--- src/rtl/traffic_phase_scheduler.sv ---
// Demand-actuated round-robin phase controller for a 4-approach intersection.
// Optional flashing mode is compiled in with the TRAFFIC_FLASH_EN macro.
module traffic_phase_scheduler #(
    parameter int TICK_DIV  = 4,
    parameter int CNT_W     = 8,
    parameter int MIN_GREEN = 4,
    parameter int MAX_GREEN = 12,
    parameter int YELLOW_T  = 2,
    parameter int ALLRED_T  = 1
) (
    input  logic       clk,
    input  logic       rst,
`ifdef TRAFFIC_FLASH_EN
    input  logic       flash,
`endif
    input  logic [3:0] req,
    output logic [7:0] signal,
    output logic [1:0] active,
    output logic [1:0] phase,
    output logic [3:0] pending
);

    typedef enum logic [2:0] {
        ST_STARTUP = 3'd0,
        ST_GREEN   = 3'd1,
        ST_YELLOW  = 3'd2,
        ST_ALLRED  = 3'd3
`ifdef TRAFFIC_FLASH_EN
        , ST_FLASH = 3'd4
`endif
    } state_t;

    localparam logic [1:0]       COL_Y   = 2'b01;
    localparam logic [1:0]       COL_G   = 2'b10;
    localparam logic [CNT_W-1:0] TICK_LAST = CNT_W'(TICK_DIV - 1);
    localparam logic [CNT_W-1:0] MIN_G   = CNT_W'(MIN_GREEN);
    localparam logic [CNT_W-1:0] MAX_G   = CNT_W'(MAX_GREEN);
    localparam logic [CNT_W-1:0] YEL_T   = CNT_W'(YELLOW_T);
    localparam logic [CNT_W-1:0] AR_T    = CNT_W'(ALLRED_T);

    state_t           state_q, state_d;
    logic [CNT_W-1:0] presc_q, presc_d;
    logic [CNT_W-1:0] e_q, e_d;
    logic [7:0]       signal_q, signal_d;
    logic [1:0]       active_q, active_d;
    logic [1:0]       phase_q, phase_d;
    logic [3:0]       pending_q, pending_d;
    logic             boot_q, boot_d;

    logic             tick;
    logic             enter;
    logic [CNT_W-1:0] e_inc;
    logic             others_pending;
    logic [1:0]       nxt;

    function automatic logic [7:0] lights(input logic [1:0] a, input logic [1:0] c);
        logic [7:0] v;
        int         hi;
        v = '0;
        hi = 7 - 2 * int'(a);
        v[hi -: 2] = c;
        return v;
    endfunction

    // First pending approach after cur, wrapping round to cur itself; else cur+1.
    function automatic logic [1:0] next_appr(input logic [1:0] cur, input logic [3:0] p);
        logic [1:0] idx;
        logic [1:0] r;
        r = cur + 2'd1;
        for (int k = 4; k >= 1; k--) begin
            idx = cur + 2'(k);
            if (p[idx]) r = idx;
        end
        return r;
    endfunction

    always_comb begin
        tick           = (presc_q == TICK_LAST);
        e_inc          = (e_q >= MAX_G) ? e_q : e_q + 1'b1;
        others_pending = |(pending_q & ~(4'b0001 << active_q));
        nxt            = boot_q ? 2'd0 : next_appr(active_q, pending_q);

        state_d   = state_q;
        presc_d   = tick ? '0 : presc_q + 1'b1;
        e_d       = tick ? e_inc : e_q;
        signal_d  = signal_q;
        active_d  = active_q;
        phase_d   = phase_q;
        boot_d    = boot_q;
        enter     = 1'b0;
        pending_d = pending_q | (req & ((state_q == ST_GREEN) ? ~(4'b0001 << active_q) : 4'b1111));

        case (state_q)
            ST_STARTUP: begin
                if (tick && e_inc >= YEL_T) begin
                    state_d  = ST_ALLRED;
                    signal_d = 8'h00;
                    active_d = 2'd3;
                    phase_d  = 2'd3;
                    boot_d   = 1'b1;
                    enter    = 1'b1;
                end
            end
            ST_GREEN: begin
                if (tick && others_pending &&
                    ((e_inc >= MIN_G && !req[active_q]) || e_inc >= MAX_G)) begin
                    state_d  = ST_YELLOW;
                    signal_d = lights(active_q, COL_Y);
                    phase_d  = 2'd2;
                    enter    = 1'b1;
                end
            end
            ST_YELLOW: begin
                if (tick && e_inc >= YEL_T) begin
                    state_d  = ST_ALLRED;
                    signal_d = 8'h00;
                    phase_d  = 2'd3;
                    boot_d   = 1'b0;
                    enter    = 1'b1;
                end
            end
            ST_ALLRED: begin
                if (tick && e_inc >= AR_T) begin
                    state_d        = ST_GREEN;
                    active_d       = nxt;
                    signal_d       = lights(nxt, COL_G);
                    phase_d        = 2'd1;
                    boot_d         = 1'b0;
                    enter          = 1'b1;
                    pending_d[nxt] = 1'b0;
                end
            end
`ifdef TRAFFIC_FLASH_EN
            ST_FLASH: begin
                pending_d = '0;
                if (!flash) begin
                    state_d  = ST_STARTUP;
                    signal_d = 8'h55;
                    active_d = 2'd0;
                    phase_d  = 2'd0;
                    boot_d   = 1'b0;
                    enter    = 1'b1;
                end else if (tick) begin
                    signal_d = (signal_q == 8'h55) ? 8'h00 : 8'h55;
                end
            end
`endif
            default: begin
                state_d   = ST_STARTUP;
                signal_d  = 8'h55;
                active_d  = 2'd0;
                phase_d   = 2'd0;
                pending_d = '0;
                boot_d    = 1'b0;
                enter     = 1'b1;
            end
        endcase

`ifdef TRAFFIC_FLASH_EN
        if (flash) begin
            pending_d = '0;
            if (state_q != ST_FLASH) begin
                state_d  = ST_FLASH;
                signal_d = 8'h55;
                active_d = 2'd0;
                phase_d  = 2'd0;
                boot_d   = 1'b0;
                enter    = 1'b1;
            end
        end
`endif

        if (enter) begin
            presc_d = '0;
            e_d     = '0;
        end
    end

    always_ff @(posedge clk or posedge rst) begin
        if (rst) begin
            state_q   <= ST_STARTUP;
            presc_q   <= '0;
            e_q       <= '0;
            signal_q  <= 8'h55;
            active_q  <= 2'd0;
            phase_q   <= 2'd0;
            pending_q <= '0;
            boot_q    <= 1'b0;
        end else begin
            state_q   <= state_d;
            presc_q   <= presc_d;
            e_q       <= e_d;
            signal_q  <= signal_d;
            active_q  <= active_d;
            phase_q   <= phase_d;
            pending_q <= pending_d;
            boot_q    <= boot_d;
        end
    end

    assign signal  = signal_q;
    assign active  = active_q;
    assign phase   = phase_q;
    assign pending = pending_q;

endmodule

--- config.mk ---
export PLATFORM = sky130hd
export DESIGN_NAME = traffic_phase_scheduler
export DESIGN_NICKNAME = d
export VERILOG_FILES = /design/src/rtl/traffic_phase_scheduler.sv
export SDC_FILE = /design/constraint.sdc
export NUM_CORES = 1
export LEC_CHECK = 0
export BUFFER_PORTS_ARGS = -buffer_cell sky130_fd_sc_hd__buf_2
export CAP_MARGIN = 20
export CORE_AREA = 2 2 86 88
export DETAILED_ROUTE_END_ITERATION = 10
export DIE_AREA = 0 0 88 90
export PLACE_DENSITY_LB_ADDON = 0.08
export SLEW_MARGIN = 20
export SYNTH_ARGS = -nofsm -noshare
export SYNTH_HDL_FRONTEND = slang
export SYNTH_SLANG_ARGS = --single-unit
--- constraint.sdc ---
create_clock -name clk -period 3.67 [get_ports clk]
set_input_delay 0.367 -clock clk [delete_from_list [all_inputs] [get_ports clk]]
set_output_delay 0.367 -clock clk [all_outputs]
set_load 0.005 [all_outputs]
==> results.toml, run 1 <==
[floorplan]
ioPinCount = 22
die_h_microns = 90
rows = 31
die-area_sq_um = 7920
fp.dieW_microns = 88
core-area_sq_um = 7020
start_util = 0.293

[cells_and_area]
drive_above_1_share = 0.222
final_nets = 252
layout_common_cells = "29 x dfrtp_1, 21 x buf_2, 17 x inv_1, 17 x nor2_1"
area_growth_pct = 16.4
postLayoutCoreUtil = 0.341
postLayoutCellArea_sq_um = 2390
layout_commonest_cell = "dfrtp_1"
diodes = 0

[worst_setup_path]
critical_path_arrival_ns = 3.01
worst-r2r-setup-slack_ns = 0.84
worst_setup_path_start_kind = "flip-flop"
critPathMaxFanout = 8
r2r_start = "active[1]"
critPathTopFamily = "multiplexers"
cp-end-kind = "flip-flop"
crit_chain = "inv_1 -> ha_1 -> mux4_2 -> a222oi_1 -> mux2_2 -> and3_1 -> mux2_2"
path_common_cell = "mux2_2"
critical_path_class = "reg -> reg"
rr_worst_depth = 7
worst_path_largest_cell_delay_ns = 0.48
cp_slowest_cell = "dfrtp_1"
path_buf_inv = 1
critical_path_required_ns = 3.85
r2r-end = "signal[5]"

[synthesis]
synth-edff-count = 0
syn_avg_cell_area_sq_um = 9.94
synth-seq-area-share = 0.404
ys_async_sr_fraction = 1.00
yosysUniqueCellTypes = 45
synth_ff_type = "dfrtp_1"
ys_warn_count = 0
syn_area_sq_um = 2060
syn_inst = 207
ys_ff_latch = 33
synth_nets = 226

[clock_network]
cts_made_buffers = 5
cts_root_buf = "clkbuf_8"
cts_resized = 0
ctsHtreeMaxLevel = 2
clock_sink_count = 33
clkTransAtPathRegs_ns = 0.08
cts_tree = "done"
clk_latency_ns = 0.29
post_cts_buffers = 0
cts.path.max_buffers = 2
cts_hold_buf = 0

[timing]
relSlewSlack = 0.451
fin_crit_ns = 2.83
rsz0062_at_grt = "false"
holdWs_ns = 0.159
tightestPinTransition_ns = 0.816
finalCritPeriodShare = 0.770
finalSetupTns_ns = 0
skew_ns = 0.00664
fmax_mhz = 354
slew_viol_final = 0
setup_viol = 0
hold_viol = 0

[place]
dp_hpwl_microns = 3490
port_buffers = 21
dpl_cell_area_sq_um = 2280
gp_congestion = 0.826

[routing]
drt_first_pass_iters = 4
drc_errors = 0
vias = 1583
viasPerCell = 4.75
route.top_layer_used = "met4"
wl_met2_microns = 2060
wl_met3_microns = 184
wl_per_cell_microns = 14.2
drtIter0Drc = 77
met1_length_microns = 2430
ant_nets = 0
drt_wl_total_microns = 4730

[worst_hold_path]
min-delay-path-class = "in -> async"

[global_route]
grt_max_degree = 34
track_usage = 0.129
grt_pass1_vias = 1592
grt_overflow_total = 0
antenna_found_initial = 0
grt_pass1_wl_microns = 8090

[flow_run]
cap_violations = 0

[pwr]
leakagePower_nw = 1.11
power_density_nw_per_um2 = 866
peakVddDrop_uv = 352

[run_status]
status = "finished, final reports clean"
[through the flow]
step	setup slack, ns	total power [mW]	std cells
final	0.844	2.07	333
after global routing	0.711	2.27	333
after CTS	0.850	2.10	333
after detailed placement	0.861	1.72	325
after global placement	0.885	1.74	325
after floorplan	0.822	1.42	207
[worst register-to-register path: cells and delay by family, from the launching register on]
family,cells,cell delay (ns)
muxes,3,1.03
DFF,1,0.48
AOI/OAI and AO/OA,1,0.45
adders and majority gates,1,0.44
and+or+nand+nor,1,0.19
buffers and inverters,1,0.13
[cells in the mapped netlist (2+ instances only)]
library cell	instances	area (sq um)
o22ai_1	3	18.8
a22oi_1	4	30.0
mux2_2	5	56.3
mux2_4	2	30.0
a21o_1	2	15.0
nand3_1	6	30.0
nor2_1	17	63.8
a31oi_1	2	12.5
o221ai_1	3	26.3
xor2_1	3	26.3
dfstp_2	4	105
nor3_1	5	25.0
clkbuf_1	3	11.3
a21oi_1	14	70.1
xnor2_1	6	52.6
and2_1	6	37.5
dfrtp_1	29	726
mux2i_1	10	100
or2_2	3	18.8
nor2b_1	3	18.8
a211oi_1	4	30.0
o21ai_0	5	25.0
and3_1	4	25.0
nand2_1	14	52.6
ha_1	13	163
inv_1	17	63.8
buf_6	2	22.5
[kinds of logic (layout without fill, tap and decap cells)]
group           after synthesis  count (layout)  synth area share
buf+inv                      23              50            0.0499
xor+xnor                      9               9            0.0383
flops                        33              33             0.404
mux                          19              19             0.114
fa+ha+maj                    13              13            0.0791
simple gates                 63              63             0.161
compound gates               47              47             0.153
[worst max path at each step]
stage,endpoint,start,depth (start not counted),slack (ns)
CTS,signal[5],active[1],7,0.85
detailed placement,signal[5],active[1],7,0.86
global placement,signal[5],active[1],7,0.89
floorplan,signal[5],active[0],9,0.82
global route,signal[1],e_q[7],7,0.71
finish,signal[5],active[1],7,0.84
[layer usage]
layer | GRT usage | vias to the layer above
met1 | 0.187 | 757
met5 | 0 | -
met2 | 0.191 | 27
met3 | 0.0340 | 7
li1 | - | 792
met4 | 0.0346 | 0
[where the power goes]
group,total [mW],internal [mW],switching [mW]
Clock,0.368,0.222,0.146
Sequential,0.599,0.482,0.116
Combinational,1.11,0.509,0.598
Total,2.07,1.21,0.861
[cell type report]
class | count | area [sq um]
Clock buffer | 7 | 86.3
Clock inverter | 1 | 30.0
Fill cell | 721 | 4630
Inverter | 17 | 63.8
Multi-Input combinational cell | 151 | 1120
Sequential cell | 33 | 831
Tap cell | 99 | 124
Timing Repair Buffer | 25 | 135
[sequential cells by signal, summed over array words and instances (netlist names)]
register	cells
active	2
boot_q	1
e_q	8
pending	4
presc_q	8
signal	8
state_q	2
Note: power is estimated with default switching activity, not from simulation.
==> inputs of run 2 (changes only) <==
==> constraint.sdc (replaced) <==
create_clock -name clk -period 2.84 [get_ports clk]
set_input_delay 0.284 -clock clk [delete_from_list [all_inputs] [get_ports clk]]
set_output_delay 0.284 -clock clk [all_outputs]
set_load 0.005 [all_outputs]
==> results.toml, run 2 (synthesis gave the netlist of run 1 again) <==
[floorplan]
die-area_sq_um = 7920
start_util = 0.293
ioPinCount = 22
rows = 31
die_h_microns = 90
core-area_sq_um = 7020
fp.dieW_microns = 88

[worst_setup_path]
rr_worst_depth = 7
worst-r2r-setup-slack_ns = 0.31
critPathTopFamily = "multiplexers"
cp-end-kind = "flip-flop"
cp.depth = 7
critPathMaxFanout = 12
worst_path_largest_cell_delay_ns = 0.51
critical_path_required_ns = 3.02
r2r-end = "signal[5]"
path_buf_inv = 2
critical_path_class = "reg -> reg"
setup.worst_path.end = "signal[5]"
critical_path_arrival_ns = 2.71
r2r_start = "active[0]"
crit_chain = "buf_4 -> mux4_2 -> a222oi_1 -> buf_4 -> mux2_2 -> and3_1 -> mux2_2"
cp_slowest_cell = "mux4_2"
worst_setup_path_start_kind = "flip-flop"
cp-startpoint = "active[0]"

[clock_network]
cts_root_buf = "clkbuf_8"
cts_hold_buf = 0
clock_sink_count = 33
clk_latency_ns = 0.29
cts_made_buffers = 5
clkTransAtPathRegs_ns = 0.08
cts_resized = 0
post_cts_buffers = 0
cts.path.max_buffers = 2
ctsHtreeMaxLevel = 2
cts_tree = "done"

[routing]
drtIter0Drc = 90
ant_nets = 0
drt_wl_total_microns = 4740
drc_errors = 0
wl_per_cell_microns = 13.9
viasPerCell = 4.63
vias = 1574
drt_first_pass_iters = 4

[pwr]
leakagePower_nw = 1.13
peakVddDrop_uv = 570
power_density_nw_per_um2 = 1100

[global_route]
track_usage = 0.129
grt_max_degree = 34
grt_pass1_wl_microns = 7960
antenna_found_initial = 0
grt_overflow_total = 0
grt_pass1_vias = 1583

[timing]
fin_crit_ns = 2.53
finalSetupTns_ns = 0
skew_ns = 0.0110
tightestPinTransition_ns = 0.529
slew_viol_final = 0
hold_viol = 0
fin_ws_ns = 0.308
setup_viol = 0
relSlewSlack = 0.646
finalCritPeriodShare = 0.891
rsz0062_at_grt = "false"
fmax_mhz = 395

[cells_and_area]
diodes = 0
layout_commonest_cell = "dfrtp_1"
fillCellCount = 722
drive_above_1_share = 0.249
layout_common_cells = "29 x dfrtp_1, 21 x buf_2, 17 x inv_1, 17 x nor2_1"
area_growth_pct = 18.1
final_nets = 259

[place]
port_buffers = 21
place_ws_ns = 0.323
gp_congestion = 0.798
dp_hpwl_microns = 3550

[flow_run]
cap_violations = 0

[run_status]
status = "finished, final reports clean"

[worst_hold_path]
min-delay-path-class = "in -> async"
[run 2: changes by cell type in the layout (fill, tap and decap cells not counted), sizes merged]
cell      previous run  this run
buf                 25        32
clkbuf               7         5
clkinv               0         2
bufinv               1         0
clkinvlp             0         1
[run 2: cell type report]
type	instances	area [sq um]	area share
Inverter	17	63.8	0.0263
Clock inverter	3	17.5	0.00721
Timing Repair Buffer	32	200	0.0824
Sequential cell	33	831	0.342
Clock buffer	5	68.8	0.0283
Tap cell	99	124	0.0510
Multi-Input combinational cell	151	1120	0.463
[run 2: worst register-to-register path, stage by stage, from the launching register on]
cell	delay, ns
dfrtp_1	0.38
buf_4	0.21
mux4_2	0.51
a222oi_1	0.33
buf_4	0.18
mux2_2	0.37
and3_1	0.19
mux2_2	0.25
[run 2: routing by layer]
metal  global-route usage  wire length [microns]
met5                    0                      0
met3               0.0312                    176
met4               0.0397                     54
met2                0.183                   1990
met1                0.191                   2520
[run 2: worst min path at each step]
stage                             to  depth (start not counted)
after floorplan            active[0]                          1
after global placement    presc_q[7]                          3
after detailed placement  presc_q[7]                          3
after CTS                 pending[3]                          3
after global routing          e_q[1]                          3
final                     presc_q[4]                          3
[run 2: where the power goes]
part	switching [mW]	total [mW]	internal [mW]
clock	0.185	0.355	0.169
combinational	0.813	1.55	0.733
sequential	0.144	0.767	0.623
[run 2: metrics by stage]
step	util	cell area [sq um]	power, mW	instances	hold slack, ns
2_1_floorplan	-	2060	1.84	207	0.410
3_3_place_gp	0.334	2340	2.34	332	0.422
3_5_place_dp	0.334	2340	2.33	332	0.414
4_1_cts	0.346	2430	2.69	340	0.105
5_1_grt	0.346	2430	2.92	340	0.135
6_report	0.346	2430	2.67	340	0.0828
==> inputs of run 3 (changes only) <==
--- a/config.mk
+++ b/config.mk
@@ -10,7 +10,8 @@
 export CORE_AREA = 2 2 86 88
 export DETAILED_ROUTE_END_ITERATION = 10
 export DIE_AREA = 0 0 88 90
-export PLACE_DENSITY_LB_ADDON = 0.08
+export GPL_ROUTABILITY_DRIVEN = 0
+export PLACE_DENSITY_LB_ADDON = 0.3
 export SLEW_MARGIN = 20
 export SYNTH_ARGS = -nofsm -noshare
 export SYNTH_HDL_FRONTEND = slang
==> constraint.sdc (replaced) <==
create_clock -name clk -period 2.95 [get_ports clk]
set_input_delay 0.295 -clock clk [delete_from_list [all_inputs] [get_ports clk]]
set_output_delay 0.295 -clock clk [all_outputs]
set_load 0.005 [all_outputs]
==> results.toml, run 3 (synthesis gave the netlist of run 1 again) <==
[cells_and_area]
diodes = 0
fillCellCount = 737
layout_commonest_cell = "dfrtp_1"
area_growth_pct = 16.7
finalNonFillerCells = 336
layout_common_cells = "29 x dfrtp_1, 21 x buf_2, 17 x inv_1, 17 x nor2_1"
seq_area_sq_um = 831
final_nets = 255
drive_above_1_share = 0.236
multi_input_area_sq_um = 1120

[place]
place_inst = 328
dp_hpwl_microns = 3170
port_buffers = 21

[floorplan]
die-area_sq_um = 7920
ioPinCount = 22
start_util = 0.293
fp.dieW_microns = 88
rows = 31
core-area_sq_um = 7020
die_h_microns = 90

[routing]
drc_errors = 0
drt_wl_total_microns = 4220
drtIter0Drc = 109
ant_nets = 0
viasPerCell = 4.66
wl_per_cell_microns = 12.6
vias = 1565
drt_first_pass_iters = 4

[timing]
tightestPinTransition_ns = 0.456
hold_viol = 0
rsz0062_at_grt = "false"
skew_ns = 0.00512
slew_viol_final = 0
finalCritPeriodShare = 0.907
setup_viol = 0
fin_crit_ns = 2.68
finalSetupTns_ns = 0
fmax_mhz = 374
relSlewSlack = 0.696

[global_route]
antenna_found_initial = 0
grt_use_met1 = 0.177
met2_usage = 0.171
use_met3 = 0.0285
grt_pass1_vias = 1591
grt_pass1_wl_microns = 7520
grt_max_degree = 34
track_usage = 0.120
grt_overflow_total = 0
grt-busiest-layer = "met1"

[pwr]
peakVddDrop_uv = 423
leakagePower_nw = 1.12
power_density_nw_per_um2 = 1040

[worst_setup_path]
cp-startpoint = "active[1]"
cp-end-kind = "flip-flop"
critPathMaxFanout = 8
critical_path_arrival_ns = 2.85
worst_setup_path_start_kind = "flip-flop"
critical_path_class = "reg -> reg"
r2r_start = "active[1]"
critical_path_required_ns = 3.12

[clock_network]
cts_resized = 0
post_cts_buffers = 0
clkTransAtPathRegs_ns = 0.07
cts_hold_buf = 0
cts_made_buffers = 5
ctsHtreeMaxLevel = 2
cts_tree = "done"
clk_latency_ns = 0.29
cts_root_buf = "clkbuf_8"
cts.path.max_buffers = 2
clock_sink_count = 33

[run_status]
status = "finished, final reports clean"

[flow_run]
cap_violations = 0

[worst_hold_path]
min-delay-path-class = "in -> async"
[run 3: cell count changes in the layout (fill, tap and decap cells not counted)]
| cell | delta |
|---|---|
| clkbuf_8 | +2 |
| buf_4 | -3 |
| clkinvlp_4 | -1 |
| buf_12 | -1 |
| clkinv_2 | -1 |
[run 3: worst max-delay path, stage by stage, from the launching register on]
cell      delay, ns
dfrtp_1        0.49
inv_1          0.14
ha_1           0.32
mux4_2         0.29
a222oi_1       0.46
mux2_2         0.44
and3_1         0.19
mux2_2         0.25
[run 3: through the flow]
step	cell area [sq um]	hold WS (ns)	utilization	total power, mW	setup WS, ns
finish	2400	0.0885	0.342	2.50	0.274
global route	2400	0.128	0.342	2.75	0.0806
CTS	2400	0.108	0.342	2.52	0.274
detailed placement	2300	0.416	0.328	2.12	0.281
global placement	2300	0.414	0.328	2.13	0.337
floorplan	2060	0.421	-	1.77	0.102
[run 3: final timing paths]
path | endpoint | slack (ns) | depth (start not counted)
hold reg to reg | signal[6] | 0.46 | 2
min in group clk | pending[3] | 0.43 | 3
setup / recovery | signal[5] | 0.27 | 7
setup reg to reg | signal[5] | 0.27 | 7
hold / removal | e_q[7] | 0.09 | 3
max in group asynchronous | signal[4] | 2.53 | 3
[run 3: cell type report]
| class | instances | area share |
|---|---|---|
| multi-input cells | 151 | 0.468 |
| flip-flops and latches | 33 | 0.346 |
| repair buffers | 28 | 0.0657 |
| well taps | 99 | 0.0516 |
| clock buffers | 7 | 0.0401 |
| inverters | 17 | 0.0266 |
| clock inverters | 1 | 0.00208 |
[run 3: metal layers]
metal,wire (microns),vias up,part of all wire
met5,0,-,0
met4,46,0,0.011
met3,151,7,0.036
met2,1810,23,0.43
met1,2210,742,0.52
li1,-,793,-
[run 3: where the power goes]
group | switching [mW] | internal [mW] | total, mW
sequential | 0.142 | 0.601 | 0.743
clock | 0.173 | 0.211 | 0.384
combinational | 0.724 | 0.645 | 1.37
